`src/rtl/fre_meter.sv`:
```
`default_nettype none
// ============================================================================
// fre_meter : measures period and high time of a slow signal in clk_in cycles
// Revision  : 1.0
// ============================================================================
module fre_meter #(
  parameter int              WIDTH   = 26,
  parameter logic [WIDTH-1:0] MAX_CNT = {WIDTH{1'b1}}
) (
  input  logic             clk_in,
  input  logic             rst_n,
  input  logic             sig_in,
  input  logic             meas_ready,
  output logic             meas_valid,
  output logic [WIDTH-1:0] period_out,
  output logic [WIDTH-1:0] high_out,
  output logic             overrun,
  output logic             timeout
);

  localparam logic [WIDTH-1:0] C_ONE = WIDTH'(1);

  typedef enum logic [1:0] {
    ARM       = 2'd0,
    WAIT_RISE = 2'd1,
    HIGH      = 2'd2,
    LOW       = 2'd3
  } state_t;

  state_t           state;
  state_t           state_nxt;
  logic             sig_d;
  logic             rise;
  logic             fall;
  logic [WIDTH-1:0] pcnt;
  logic [WIDTH-1:0] hcnt;
  logic [WIDTH-1:0] pcnt_nxt;
  logic [WIDTH-1:0] hcnt_nxt;
  logic [WIDTH-1:0] pcnt_inc;
  logic             complete;
  logic             tmo_hit;
  logic             transfer;

  assign rise     = sig_in & ~sig_d;
  assign fall     = ~sig_in & sig_d;
  assign pcnt_inc = (pcnt == MAX_CNT) ? pcnt : pcnt + C_ONE;
  assign transfer = meas_valid & meas_ready;

  always_ff @(posedge clk_in or negedge rst_n) begin
    if (!rst_n) begin
      state <= ARM;
      sig_d <= 1'b0;
      pcnt  <= '0;
      hcnt  <= '0;
    end else begin
      state <= state_nxt;
      sig_d <= sig_in;
      pcnt  <= pcnt_nxt;
      hcnt  <= hcnt_nxt;
    end
  end

  // Only a fall can occur in HIGH and only a rise in LOW, since each state is
  // entered on the opposite edge.
  always_comb begin
    state_nxt = state;
    pcnt_nxt  = pcnt;
    hcnt_nxt  = hcnt;
    complete  = 1'b0;
    tmo_hit   = 1'b0;
    case (state)
      ARM: begin
        if (!sig_in) state_nxt = WAIT_RISE;
      end
      WAIT_RISE: begin
        if (rise) begin
          pcnt_nxt  = C_ONE;
          hcnt_nxt  = C_ONE;
          state_nxt = HIGH;
        end
      end
      HIGH: begin
        if (fall) begin
          pcnt_nxt  = pcnt_inc;
          state_nxt = LOW;
        end else if (pcnt == MAX_CNT) begin
          tmo_hit   = 1'b1;
          state_nxt = ARM;
        end else begin
          pcnt_nxt = pcnt_inc;
          hcnt_nxt = hcnt + C_ONE;
        end
      end
      LOW: begin
        if (rise) begin
          complete  = 1'b1;
          pcnt_nxt  = C_ONE;
          hcnt_nxt  = C_ONE;
          state_nxt = HIGH;
        end else if (pcnt == MAX_CNT) begin
          tmo_hit   = 1'b1;
          state_nxt = ARM;
        end else begin
          pcnt_nxt = pcnt_inc;
        end
      end
      default: state_nxt = ARM;
    endcase
  end

  always_ff @(posedge clk_in or negedge rst_n) begin
    if (!rst_n) begin
      meas_valid <= 1'b0;
      period_out <= '0;
      high_out   <= '0;
      overrun    <= 1'b0;
      timeout    <= 1'b0;
    end else begin
      if (complete && (!meas_valid || meas_ready)) begin
        meas_valid <= 1'b1;
        period_out <= pcnt;
        high_out   <= hcnt;
      end else if (transfer) begin
        meas_valid <= 1'b0;
      end

      // A drop needs meas_ready low, so it can never coincide with a transfer.
      if (complete && meas_valid && !meas_ready) begin
        overrun <= 1'b1;
      end else if (transfer) begin
        overrun <= 1'b0;
      end

      if (tmo_hit) begin
        timeout <= 1'b1;
      end else if (complete) begin
        timeout <= 1'b0;
      end
    end
  end

endmodule
`default_nettype wire

```
`config.mk`:
```
export PLATFORM = sky130hd
export DESIGN_NAME = fre_meter
export DESIGN_NICKNAME = d
export VERILOG_FILES = /design/src/rtl/fre_meter.sv
export SDC_FILE = /design/constraint.sdc
export NUM_CORES = 1
export LEC_CHECK = 0
export BUFFER_PORTS_ARGS = -buffer_cell sky130_fd_sc_hd__buf_4
export CORE_UTILIZATION = 60
export CTS_BUF_LIST = sky130_fd_sc_hd__clkbuf_2 sky130_fd_sc_hd__clkbuf_4 sky130_fd_sc_hd__clkbuf_8
export DETAILED_ROUTE_END_ITERATION = 16
export MAX_ROUTING_LAYER = met4
export PLACE_DENSITY = 0.93
export SLEW_MARGIN = 10
export SYNTH_ARGS = -nofsm -noshare
export SYNTH_HDL_FRONTEND = slang
export SYNTH_SLANG_ARGS = --single-unit
```
`constraint.sdc`:
```
create_clock -name clk_in -period 2.4 [get_ports clk_in]
set_input_delay 0 -clock clk_in [delete_from_list [all_inputs] [get_ports clk_in]]
set_output_delay 0 -clock clk_in [all_outputs]
set_load 0.05 [all_outputs]
```
## Word-level counts from Yosys, hierarchy flattened

Cells that the tools add are included.

| word-level totals | value |
|---|---|
| flip-flop bits (word level) | 110 |
| bits of input ports | 4 |
| output and inout bits | 55 |

| cells by class | value |
|---|---|
| $add $sub $neg | 2 |
| eq/ne operators | 9 |
| multiplexer cells | 26 |
| bitwise gates (word level) | 5 |
| reduce and logical (&&, ||, !) cells | 16 |

Operators by type and width:

| kind | number |
|---|---|
| $mux W26 | 7 |
| $pmux W26 S3 | 1 |
| $add A26 B1 Y26 const B | 2 |
| $pmux W26 S2 | 1 |
| $eq A26 B26 Y1 const B | 1 |
| $mux W1 | 10 |
| $mux W2 | 5 |
| $ne A2 B2 Y1 const B | 4 |
| $pmux W2 S4 | 1 |
| $reduce_bool A2 Y1 | 4 |
| $eq A2 B2 Y1 const B | 2 |
| $reduce_and A2 Y1 | 2 |
| $reduce_and A4 Y1 | 1 |
| $and A1 B1 Y1 | 3 |
| $logic_and A1 B1 Y1 | 3 |
| $reduce_bool A3 Y1 | 1 |
| $eq A2 B1 Y1 const B | 1 |
| $logic_not A1 Y1 | 2 |
| $logic_not A2 Y1 | 1 |
| $ne A2 B1 Y1 const B | 1 |
| $not A1 Y1 | 2 |
| $pmux W1 S2 | 1 |
| $reduce_or A2 Y1 | 1 |
| $logic_or A1 B1 Y1 | 1 |

## Depth between registers and ports, before layout

Gate-level depths: netlist (run 1).

| depth | value |
|---|---|
| depth after elaboration | 7 |
| mapped depth | 9 |

## Worst setup path after synthesis (run 1)

No wires, ideal clock.

| timing path | value |
|---|---|
| path type | register -> register |
| start | register pcnt[12] |
| end | register pcnt[1] |
| arrival time | 1.935 ns |
| data required time | 2.268 ns |
| setup slack | 0.333 ns |
| stages on the path, launching flop included | 9 |
| buffers on the path | 3 |
| clock period less this slack | 2.067 ns |
| cells stage by stage | dfrtp_1 -> nand4_2 -> or4_4 -> buf_6 -> o31ai_4 -> buf_6 -> buf_12 -> mux2i_1 -> nor2_1 |

| between the ends | value |
|---|---|
| word-level cells in the longest chain between the ends | 5 |
| elaborated cells between the ends (all ways) | 6 |
| those cells by class | eq/ne (1); mux (5) |

RTL lines:

| what | line | source |
|---|---|---|
| start: declaration | 35 | `logic [WIDTH-1:0] pcnt;` |
| start signal: assignment | 58 | `pcnt <= pcnt_nxt;` |
| $eq A26 B26 Y1 * | 46, 86, 100 |  |
| $mux W26 | 46 | `assign pcnt_inc = (pcnt == MAX_CNT) ? pcnt : pcnt + C_ONE;` |
| $mux W26 | 86, 100 |  |
| $mux W26 (on tied branches) | 95, 83 |  |
| $pmux W26 S3 * | 71 | `case (state)` |

Mark *: on every way between the ends. The rest lies on a longest branch, timed or not.
A chain may end at the register's enable or synchronous reset.

## Worst setup path after layout (run 1)

| timing path | value |
|---|---|
| start | register pcnt[13] |
| end | register hcnt[7] |

| between the ends | value |
|---|---|
| word-level cells in the longest chain between the ends | 3 |

RTL lines:

| what | line | source |
|---|---|---|
| $eq A26 B26 Y1 | 86 | `end else if (pcnt == MAX_CNT) begin` |
| $ne A2 B2 Y1 (no line) | n/a |  |
| $reduce_and A4 Y1 (no line) | n/a |  |
| end signal: assignment | 59 | `hcnt <= hcnt_nxt;` |
| end: declaration | 36 | `logic [WIDTH-1:0] hcnt;` |

No other way between the ends.

==> results of run 1 <==
layout make-up:
cell class	instances	share of cell area [%]
clock inverters	7	0.845
flip-flops and latches	110	46.5
repair buffers	74	9.93
multi-input cells	310	37.7
inverters	12	0.761
well taps	105	2.22
clock buffers	9	2.09
kinds of logic (layout without fill, tap and decap cells):
family | count (synthesis) | after routing | synth area share (%)
buffers and inverters | 35 | 102 | 3.67
XOR/XNOR | 2 | 2 | 0.340
AO/OA/AOI/OAI | 113 | 113 | 14.6
AND/OR/NAND/NOR | 137 | 137 | 15.3
multiplexers | 56 | 56 | 12.2
flip-flops | 110 | 110 | 53.5
adder cells (fa/ha/maj) | 2 | 2 | 0.486
cells in the mapped netlist, types with 2 or more instances:
| cell | instances | area (um2) |
|---|---|---|
| dfrtp_1 | 110 | 2750 |
| o31ai_1 | 23 | 173 |
| or4_1 | 18 | 135 |
| nand4_2 | 2 | 25.0 |
| nand4_1 | 9 | 56.3 |
| o211ai_1 | 5 | 37.5 |
| o2111ai_1 | 6 | 52.6 |
| ha_1 | 2 | 25.0 |
| a31oi_1 | 2 | 12.5 |
| o311ai_1 | 2 | 17.5 |
| mux2_2 | 53 | 597 |
| nand2b_1 | 6 | 37.5 |
| o21ai_1 | 8 | 40.0 |
| inv_1 | 12 | 45.0 |
| a21oi_1 | 39 | 195 |
| nor4_1 | 4 | 25.0 |
| mux2i_1 | 3 | 30.0 |
| clkbuf_1 | 8 | 30.0 |
| nor3_1 | 5 | 25.0 |
| and3_1 | 4 | 25.0 |
| o21ai_0 | 12 | 60.1 |
| o21a_1 | 4 | 30.0 |
| nand2_1 | 30 | 113 |
| or3_1 | 22 | 138 |
| nor2b_1 | 2 | 12.5 |
| nor2_1 | 11 | 41.3 |
| nand3_1 | 17 | 85.1 |
| buf_6 | 4 | 45.0 |
| o31ai_4 | 2 | 42.5 |
| and2_1 | 2 | 12.5 |
| o311ai_0 | 3 | 26.3 |
| and4_1 | 2 | 17.5 |
| buf_2 | 8 | 40.0 |
worst max path at each step:
| stage | startpoint | end | depth (start not counted) |
|---|---|---|---|
| final | pcnt[13]$_DFFE_PN0P_ | hcnt[7]$_DFFE_PN0P_ | 5 |
| after global routing | pcnt[14]$_DFFE_PN0P_ | pcnt[1]$_DFFE_PN0P_ | 6 |
| after CTS | pcnt[0]$_DFFE_PN0P_ | hcnt[12]$_DFFE_PN0P_ | 6 |
| after detailed placement | pcnt[0]$_DFFE_PN0P_ | hcnt[12]$_DFFE_PN0P_ | 6 |
| after global placement | pcnt[0]$_DFFE_PN0P_ | hcnt[23]$_DFFE_PN0P_ | 7 |
| after floorplan | pcnt[12]$_DFFE_PN0P_ | pcnt[1]$_DFFE_PN0P_ | 8 |
repair_timing:
action | in CTS | in global routing
setup endpoints to repair | 0 | 19
hold buffers | 3 | 0
hold endpoints to repair | 45 | 0
buffers inserted | 0 | 1
gates resized for setup | 0 | 2
critical path, stage by stage (launching register included):
cell	delay, ns
dfrtp_1	0.46
nand4_2	0.18
or4_4	0.65
o31a_1	0.40
o21ai_2	0.26
o31ai_1	0.12
flip-flops by register name, indices dropped and copies added (netlist names):
| name | flops |
|---|---|
| sig_d | 1 |
| pcnt | 26 |
| overrun | 1 |
| hcnt | 26 |
| state | 2 |
| meas_valid | 1 |
| high_out | 26 |
| period_out | 26 |
| timeout | 1 |
metal layers:
metal	up-vias	part of all wire [%]
met5	-	0
met4	0	2.9
met3	40	5.7
met2	166	52
met1	1994	40
li1	1845	-
through the flow:
stage          cells  setup slack (ns)  total power, W
2_1_floorplan    455             0.333         0.00287
3_3_place_gp     607             0.301         0.00315
3_5_place_dp     607             0.171         0.00321
4_1_cts          626            0.0832         0.00422
5_1_grt          627            0.0185         0.00440
6_report         627             0.204         0.00420
power by group through the flow:
stage / clock network, W / registers, W / logic, W
after global routing: 0.00111 / 0.00225 / 0.00104
after CTS: 0.00103 / 0.00221 / 0.000977
after floorplan: 0 / 0.00253 / 0.000345
final: 0.00102 / 0.00222 / 0.000970
after global placement: 0 / 0.00223 / 0.000926
after detailed placement: 0 / 0.00224 / 0.000965
==> flow_metrics.tcl, run 1 <==
set metrics [dict create \
    netlist_instances 455 \
    min_path_type "input port to asynchronous set/reset pin" \
    status "finished clean" \
    p_seq_share_pct 52.7 \
    syn2layout_area_growth_pct 15.0 \
    h-tree-depth 3 \
    internal-power_w 0.00274 \
    io_pins 59 \
    p_per_area_nw_per_um2 710 \
    globalRouteMet2Util_pct 45.2 \
    final_cell_mix "110 x dfrtp_1, 69 x buf_4, 53 x mux2_2, 38 x a21oi_1, 30 x nand2_1" \
    drtIter0Drc 292 \
    viasPerCell 6.45 \
    met1_usage_pct 34.6 \
    vias 4045 \
    grt_first_pass_wirelength_mm 18.8 \
    antenna_found_initial 0 \
    p_clk_share_pct 24.2 \
    numCtsBuffers 9 \
    grt-busiest-layer "met2" \
    routed_wl_mm 11.2 \
    routedWlPerCell_um 17.9 \
    hold_viol_final 0 \
    drv_slew 0 \
    p_leak_nw 2.66 \
    fillers 585 \
    place_hpwl_mm 7.46 \
    num_antenna_cells 0 \
    reg2reg_slack_ns 0.20 \
    switchingPower_w 0.00147 \
    drtAntennaViolNets 0 \
    gp_congestion 0.848 \
    fp.dieH_um 94.6 \
    cts_sinks 110 \
    startpoint_type "flip-flop" \
    dpl_cell_area_um2 5690 \
    cap_violations 0 \
    slew-limit-headroom_pct 58.5 \
    clock.fmax_ghz 0.455 \
    die_w_um 94.6 \
    nNetsFinal 523 \
    start_util_pct 62.3 \
    rsz0062_at_grt "no" \
    die_area_um2 8960 \
    finalSetupViolCount 0 \
    crit_type "flip-flop to flip-flop" \
    synth_nets 461 \
    clock_skew_ns 0.00859 \
    grt_util_met3_pct 4.35 \
    r2r_start "pcnt[13]$_DFFE_PN0P_" \
    grt_usage_pct 28.0 \
    drc 0 \
    clk_latency_ns 0.38 \
    vdd_drop_max_v 0.000520 \
    fin_crit_sh_pct 91.5 \
    grt.overflow.total 0 \
    worst_slew_pin_slew_ns 0.621 \
    fin_crit_ns 2.20 \
    synth-main-ff-cell "dfrtp_1" \
    cp.required_ns 2.65 \
    multi_input_area_um2 2230 \
    ys_types 48 \
    synth-seq-area-share_pct 53.5 \
    timing.rr.end "hcnt[7]$_DFFE_PN0P_" \
    register_area_um2 2750 \
    drive_gt1_share_pct 29.3 \
    core_area_um2 8260 \
    clkTransAtPathRegs_ns 0.10 \
    critPathMaxFanout 7 \
    critPathArrivalTime_ns 2.44 \
    firstDrtPassIters 5 \
    floorplan.rows 33 \
    share_comb_of_total_power_pct 23.1 \
    synthesis.area_um2 5150 \
    cts_root_buffer "clkbuf_8" \
    grt_max_degree 70 \
    reg2reg_depth 5 \
    fin_util_pct 71.7 \
    stdcell_area_um2 5920 \
    yosysWarnings 0 \
    io_buffers 58 \
    fin_setup_tns_ns 0 \
    hold-worst-slack_ns 0.138 \
    crit_path_end_kind "flip-flop" \
    final_common_cell "dfrtp_1" \
    ys_ff_latch 110 \
    grt_pass1_vias 3966 \
    async_flop_share_pct 100 \
    synth_edf_count 0 \
    clock_path_buffers 2 \
    p_sw_share_pct 34.9 \
    syn_area_per_cell_um2 11.3 \
    tritoncts "built" \
]
No activity file was read; power rests on OpenSTA's default activity.
==> inputs of run 2 (changes only) <==
--- a/config.mk
+++ b/config.mk
@@ -6,6 +6,7 @@
 export NUM_CORES = 1
 export LEC_CHECK = 0
 export BUFFER_PORTS_ARGS = -buffer_cell sky130_fd_sc_hd__buf_4
+export CORE_ASPECT_RATIO = 1.25
 export CORE_UTILIZATION = 60
 export CTS_BUF_LIST = sky130_fd_sc_hd__clkbuf_2 sky130_fd_sc_hd__clkbuf_4 sky130_fd_sc_hd__clkbuf_8
 export DETAILED_ROUTE_END_ITERATION = 16
==> flow_metrics.tcl, run 2 (synthesized netlist as in run 1, its figures left out) <==
set metrics [dict create \
    cap_violations 0 \
    crit_path_end_kind "flip-flop" \
    register_area_um2 2750 \
    routed_wl_mm 11.1 \
    pre_cts_ws_ns 0.243 \
    vdd_drop_max_v 0.000526 \
    status "finished with violations" \
    grt_max_degree 111 \
    die_w_um 84.9 \
    min_path_type "input port to asynchronous set/reset pin" \
    io_buffers 58 \
    drc 7 \
    antenna_found_initial 0 \
    tritoncts "built" \
    fin_setup_tns_ns 0 \
    gp_congestion 0.814 \
    worst_slew_pin_slew_ns 0.599 \
    critPathArrivalTime_ns 2.55 \
    fin_ws_ns 0.145 \
    cts_root_buffer "clkbuf_8" \
    grt_pass1_vias 3951 \
    multi_input_area_um2 2220 \
    hold_viol_final 0 \
    drtIter0Drc 412 \
    firstDrtPassIters 11 \
    routedWlPerCell_um 18.0 \
    instances_no_fill 616 \
    clock.fmax_ghz 0.443 \
    critPathMaxFanout 21 \
    crit_type "flip-flop to flip-flop" \
    final_cell_mix "110 x dfrtp_1, 66 x buf_4, 53 x mux2_2, 38 x a21oi_1, 30 x nand2_1" \
    fin_crit_ns 2.25 \
    post_cts_buffers 0 \
    reg2reg_depth 7 \
    clkTransAtPathRegs_ns 0.10 \
    drtAntennaViolNets 0 \
    r2r_start "pcnt[0]$_DFFE_PN0P_" \
    clk_latency_ns 0.38 \
    slew-limit-headroom_pct 60.0 \
    grt_usage_pct 26.9 \
    viasPerCell 6.46 \
    start_util_pct 62.1 \
    place_hpwl_mm 7.26 \
    startpoint_type "flip-flop" \
    io_pins 59 \
    die_area_um2 8960 \
    rsz0062_at_grt "no" \
    timing.rr.end "hcnt[23]$_DFFE_PN0P_" \
    cts_sinks 110 \
    h-tree-depth 3 \
    cp_slowest_stage_delay_ns 0.51 \
    syn2layout_area_growth_pct 14.7 \
    floorplan.rows 37 \
    grt_first_pass_wirelength_mm 18.5 \
    fp.dieH_um 106 \
    cts_resized 0 \
    crit_chain "ha_1 -> nand2_1 -> or3_1 -> o31ai_4 -> buf_12 -> or4_1 -> a21oi_1" \
    finalSetupViolCount 0 \
    fin_crit_sh_pct 94.0 \
    core_area_um2 8290 \
    drv_slew 0 \
    p_leak_nw 2.66 \
    dp_cells 599 \
    num_antenna_cells 0 \
    drive_gt1_share_pct 28.5 \
    cts_hold_buf 3 \
    numCtsBuffers 9 \
    nNetsFinal 522 \
    grt.overflow.total 0 \
    cp.required_ns 2.69 \
    violations "DRC" \
    reg2reg_slack_ns 0.15 \
    vias 3981 \
    fillers 565 \
    clock_skew_ns 0.0118 \
    crit_slowest_cell "or4_1" \
    clock_path_buffers 2 \
    p_per_area_nw_per_um2 711 \
    final_common_cell "dfrtp_1" \
]
[run 2: worst max path at each step]
stage | start | to | slack, ns | depth (start not counted)
after floorplan | pcnt[12]$_DFFE_PN0P_ | pcnt[1]$_DFFE_PN0P_ | 0.33 | 8
after global routing | pcnt[0]$_DFFE_PN0P_ | hcnt[23]$_DFFE_PN0P_ | 0.009 | 7
after CTS | pcnt[0]$_DFFE_PN0P_ | hcnt[23]$_DFFE_PN0P_ | 0.16 | 7
after global placement | pcnt[3]$_DFFE_PN0P_ | pcnt[22]$_DFFE_PN0P_ | 0.31 | 6
final | pcnt[0]$_DFFE_PN0P_ | hcnt[23]$_DFFE_PN0P_ | 0.15 | 7
after detailed placement | pcnt[0]$_DFFE_PN0P_ | hcnt[23]$_DFFE_PN0P_ | 0.24 | 7
[run 2: metal layers]
layer	track usage, %	vias up	routed length [um]
met2	45.7	128	5840
met4	11.6	0	235
met5	-	-	0
met3	4.23	23	506
li1	-	1835	-
met1	32.0	1995	4490
[run 2: report_power, final]
| part | total (W) | internal (W) | switching [W] |
|---|---|---|---|
| combinational | 0.000972 | 0.000333 | 0.000639 |
| clock | 0.00101 | 0.000416 | 0.000591 |
| sequential | 0.00222 | 0.00203 | 0.000192 |
[run 2: stage by stage]
step / total power (W) / util, % / hold slack, ns / instance area (um2)
final: 0.00420 / 71.3 / 0.226 / 5910
after global routing: 0.00435 / 71.3 / 0.311 / 5910
after CTS: 0.00420 / 71.3 / 0.270 / 5910
after detailed placement: 0.00322 / 68.9 / 0.122 / 5710
after global placement: 0.00318 / 68.9 / 0.117 / 5710
after floorplan: 0.00287 / - / -0.296 / 5150
[run 2: final cells by class]
cell class	instances	area share, %
Sequential cell	110	46.6
Multi-Input combinational cell	310	37.6
Timing Repair Buffer	73	10.3
Clock buffer	12	2.58
Tap cell	97	2.06
Inverter	12	0.763
Clock inverter	2	0.169
[run 2: worst max-delay path, delay by kind of cell (launching register included)]
kind	cells	cell delay [ns]
and+or+nand+nor	3	1.02
DFF	1	0.43
AOI/OAI and AO/OA	2	0.31
adders and majority gates	1	0.25
buffers and inverters	1	0.17
==> inputs of run 3 (changes only) <==
--- a/config.mk
+++ b/config.mk
@@ -11,7 +11,7 @@
 export CTS_BUF_LIST = sky130_fd_sc_hd__clkbuf_2 sky130_fd_sc_hd__clkbuf_4 sky130_fd_sc_hd__clkbuf_8
 export DETAILED_ROUTE_END_ITERATION = 16
 export MAX_ROUTING_LAYER = met4
-export PLACE_DENSITY = 0.93
+export PLACE_DENSITY = 0.8
 export SLEW_MARGIN = 10
 export SYNTH_ARGS = -nofsm -noshare
 export SYNTH_HDL_FRONTEND = slang
==> flow_metrics.tcl, run 3 (synthesized netlist as in run 1, its figures left out) <==
set metrics [dict create \
    worst_slew_pin_slew_ns 0.593 \
    clk_latency_ns 0.38 \
    rsz0062_at_grt "no" \
    vias 4027 \
    drtIter0Drc 223 \
    h-tree-depth 3 \
    finalSetupViolCount 0 \
    cts_resized 0 \
    multi_input_area_um2 2220 \
    final_cell_mix "110 x dfrtp_1, 69 x buf_4, 53 x mux2_2, 38 x a21oi_1, 30 x nand2_1" \
    floorplan.rows 37 \
    cap_violations 0 \
    hold_viol_final 0 \
    cts_root_buffer "clkbuf_8" \
    firstDrtPassIters 11 \
    grt_first_pass_wirelength_mm 18.6 \
    vdd_drop_max_v 0.000492 \
    numCtsBuffers 9 \
    timing.rr.end "hcnt[20]$_DFFE_PN0P_" \
    fillers 576 \
    status "finished with violations" \
    clkTransAtPathRegs_ns 0.09 \
    fin_crit_sh_pct 91.6 \
    gp_congestion 0.813 \
    crit_buf_inv 1 \
    cp_slowest_stage_delay_ns 0.51 \
    tritoncts "built" \
    p_leak_nw 2.68 \
    antenna_found_initial 0 \
    cts_hold_buf 3 \
    critPathMaxFanout 16 \
    crit_path_end_kind "flip-flop" \
    register_area_um2 2750 \
    drtAntennaViolNets 0 \
    routedWlPerCell_um 17.9 \
    cts_sinks 110 \
    grt_pass1_vias 3964 \
    min_path_type "input port to asynchronous set/reset pin" \
    crit_chain "ha_1 -> nand2_1 -> or3_1 -> nor3_4 -> buf_4 -> or4_1 -> a21oi_1" \
    grt.overflow.total 0 \
    slew-limit-headroom_pct 60.4 \
    p_per_area_nw_per_um2 731 \
    num_antenna_cells 0 \
    start_util_pct 62.1 \
    cp.required_ns 2.71 \
    reg2reg_slack_ns 0.20 \
    drv_slew 0 \
    viasPerCell 6.50 \
    syn2layout_area_growth_pct 15.7 \
    p_total_w 0.00435 \
    worst-path-stages 7 \
    post_cts_buffers 0 \
    crit_slowest_cell "or4_1" \
    die_area_um2 8960 \
    grt_usage_pct 27.5 \
    io_pins 59 \
    r2r_start "pcnt[0]$_DFFE_PN0P_" \
    fp.dieH_um 106 \
    fin_setup_tns_ns 0 \
    startpoint_type "flip-flop" \
    nNetsFinal 524 \
    violations "DRC" \
    clock_skew_ns 0.0111 \
    clock_path_buffers 2 \
    io_buffers 58 \
    drc 4 \
    clock.fmax_ghz 0.455 \
    crit_type "flip-flop to flip-flop" \
    critPathTopFamily "simple AND/OR/NAND/NOR gates" \
    die_w_um 84.9 \
    drive_gt1_share_pct 29.1 \
    final_common_cell "dfrtp_1" \
    core_area_um2 8290 \
    fin_crit_ns 2.20 \
    grt_max_degree 50 \
    place_hpwl_mm 7.58 \
    reg2reg_depth 7 \
    critPathArrivalTime_ns 2.50 \
    routed_wl_mm 11.1 \
]
[run 3: cell types whose count changed in the layout (fill, tap and decap cells not counted)]
cell        previous run  this run
buf_12                 4         3
clkinvlp_4             0         1
clkbuf_8              10        11
buf_4                 66        69
clkinv_2               2         1
bufinv_16              0         1
[run 3: through the flow]
| step | cell area, um2 | util, % | hold slack (ns) | std cells | setup WS, ns |
|---|---|---|---|---|---|
| 4_1_cts | 5950 | 71.9 | 0.157 | 620 | 0.209 |
| 3_5_place_dp | 5720 | 69.0 | 0.0258 | 601 | 0.237 |
| 5_1_grt | 5950 | 71.9 | 0.206 | 620 | 0.0966 |
| 6_report | 5950 | 71.9 | 0.145 | 620 | 0.203 |
| 2_1_floorplan | 5150 | - | -0.296 | 455 | 0.333 |
| 3_3_place_gp | 5720 | 69.0 | 0.0256 | 601 | 0.291 |
[run 3: layout make-up]
class | instances | area share, %
well taps | 97 | 2.04
repair buffers | 75 | 10.2
inverters | 12 | 0.756
flip-flops and latches | 110 | 46.2
clock buffers | 13 | 2.79
clock inverters | 3 | 0.714
multi-input cells | 310 | 37.3
[run 3: worst max path at each step]
stage	startpoint	to	slack (ns)
finish	pcnt[0]$_DFFE_PN0P_	hcnt[20]$_DFFE_PN0P_	0.20
global route	pcnt[4]$_DFFE_PN0P_	pcnt[22]$_DFFE_PN0P_	0.1
CTS	pcnt[0]$_DFFE_PN0P_	hcnt[22]$_DFFE_PN0P_	0.21
detailed placement	pcnt[0]$_DFFE_PN0P_	hcnt[22]$_DFFE_PN0P_	0.24
global placement	pcnt[3]$_DFFE_PN0P_	pcnt[22]$_DFFE_PN0P_	0.29
floorplan	pcnt[12]$_DFFE_PN0P_	pcnt[1]$_DFFE_PN0P_	0.33
[run 3: per-layer routing]
metal  track usage [%]  part of all wire (%)  up-vias
li1                  -                     -     1861
met1              32.2                    41     2031
met2              46.1                    53      112
met3              4.39                   3.3       23
met4              13.4                   2.6        0
met5                 -                     0        -
[run 3: where the power goes]
part	leakage, nW	internal [W]	switching [W]
clock	0.106	0.000562	0.000606
combinational	1.08	0.000336	0.000642
sequential	1.50	0.00203	0.000182
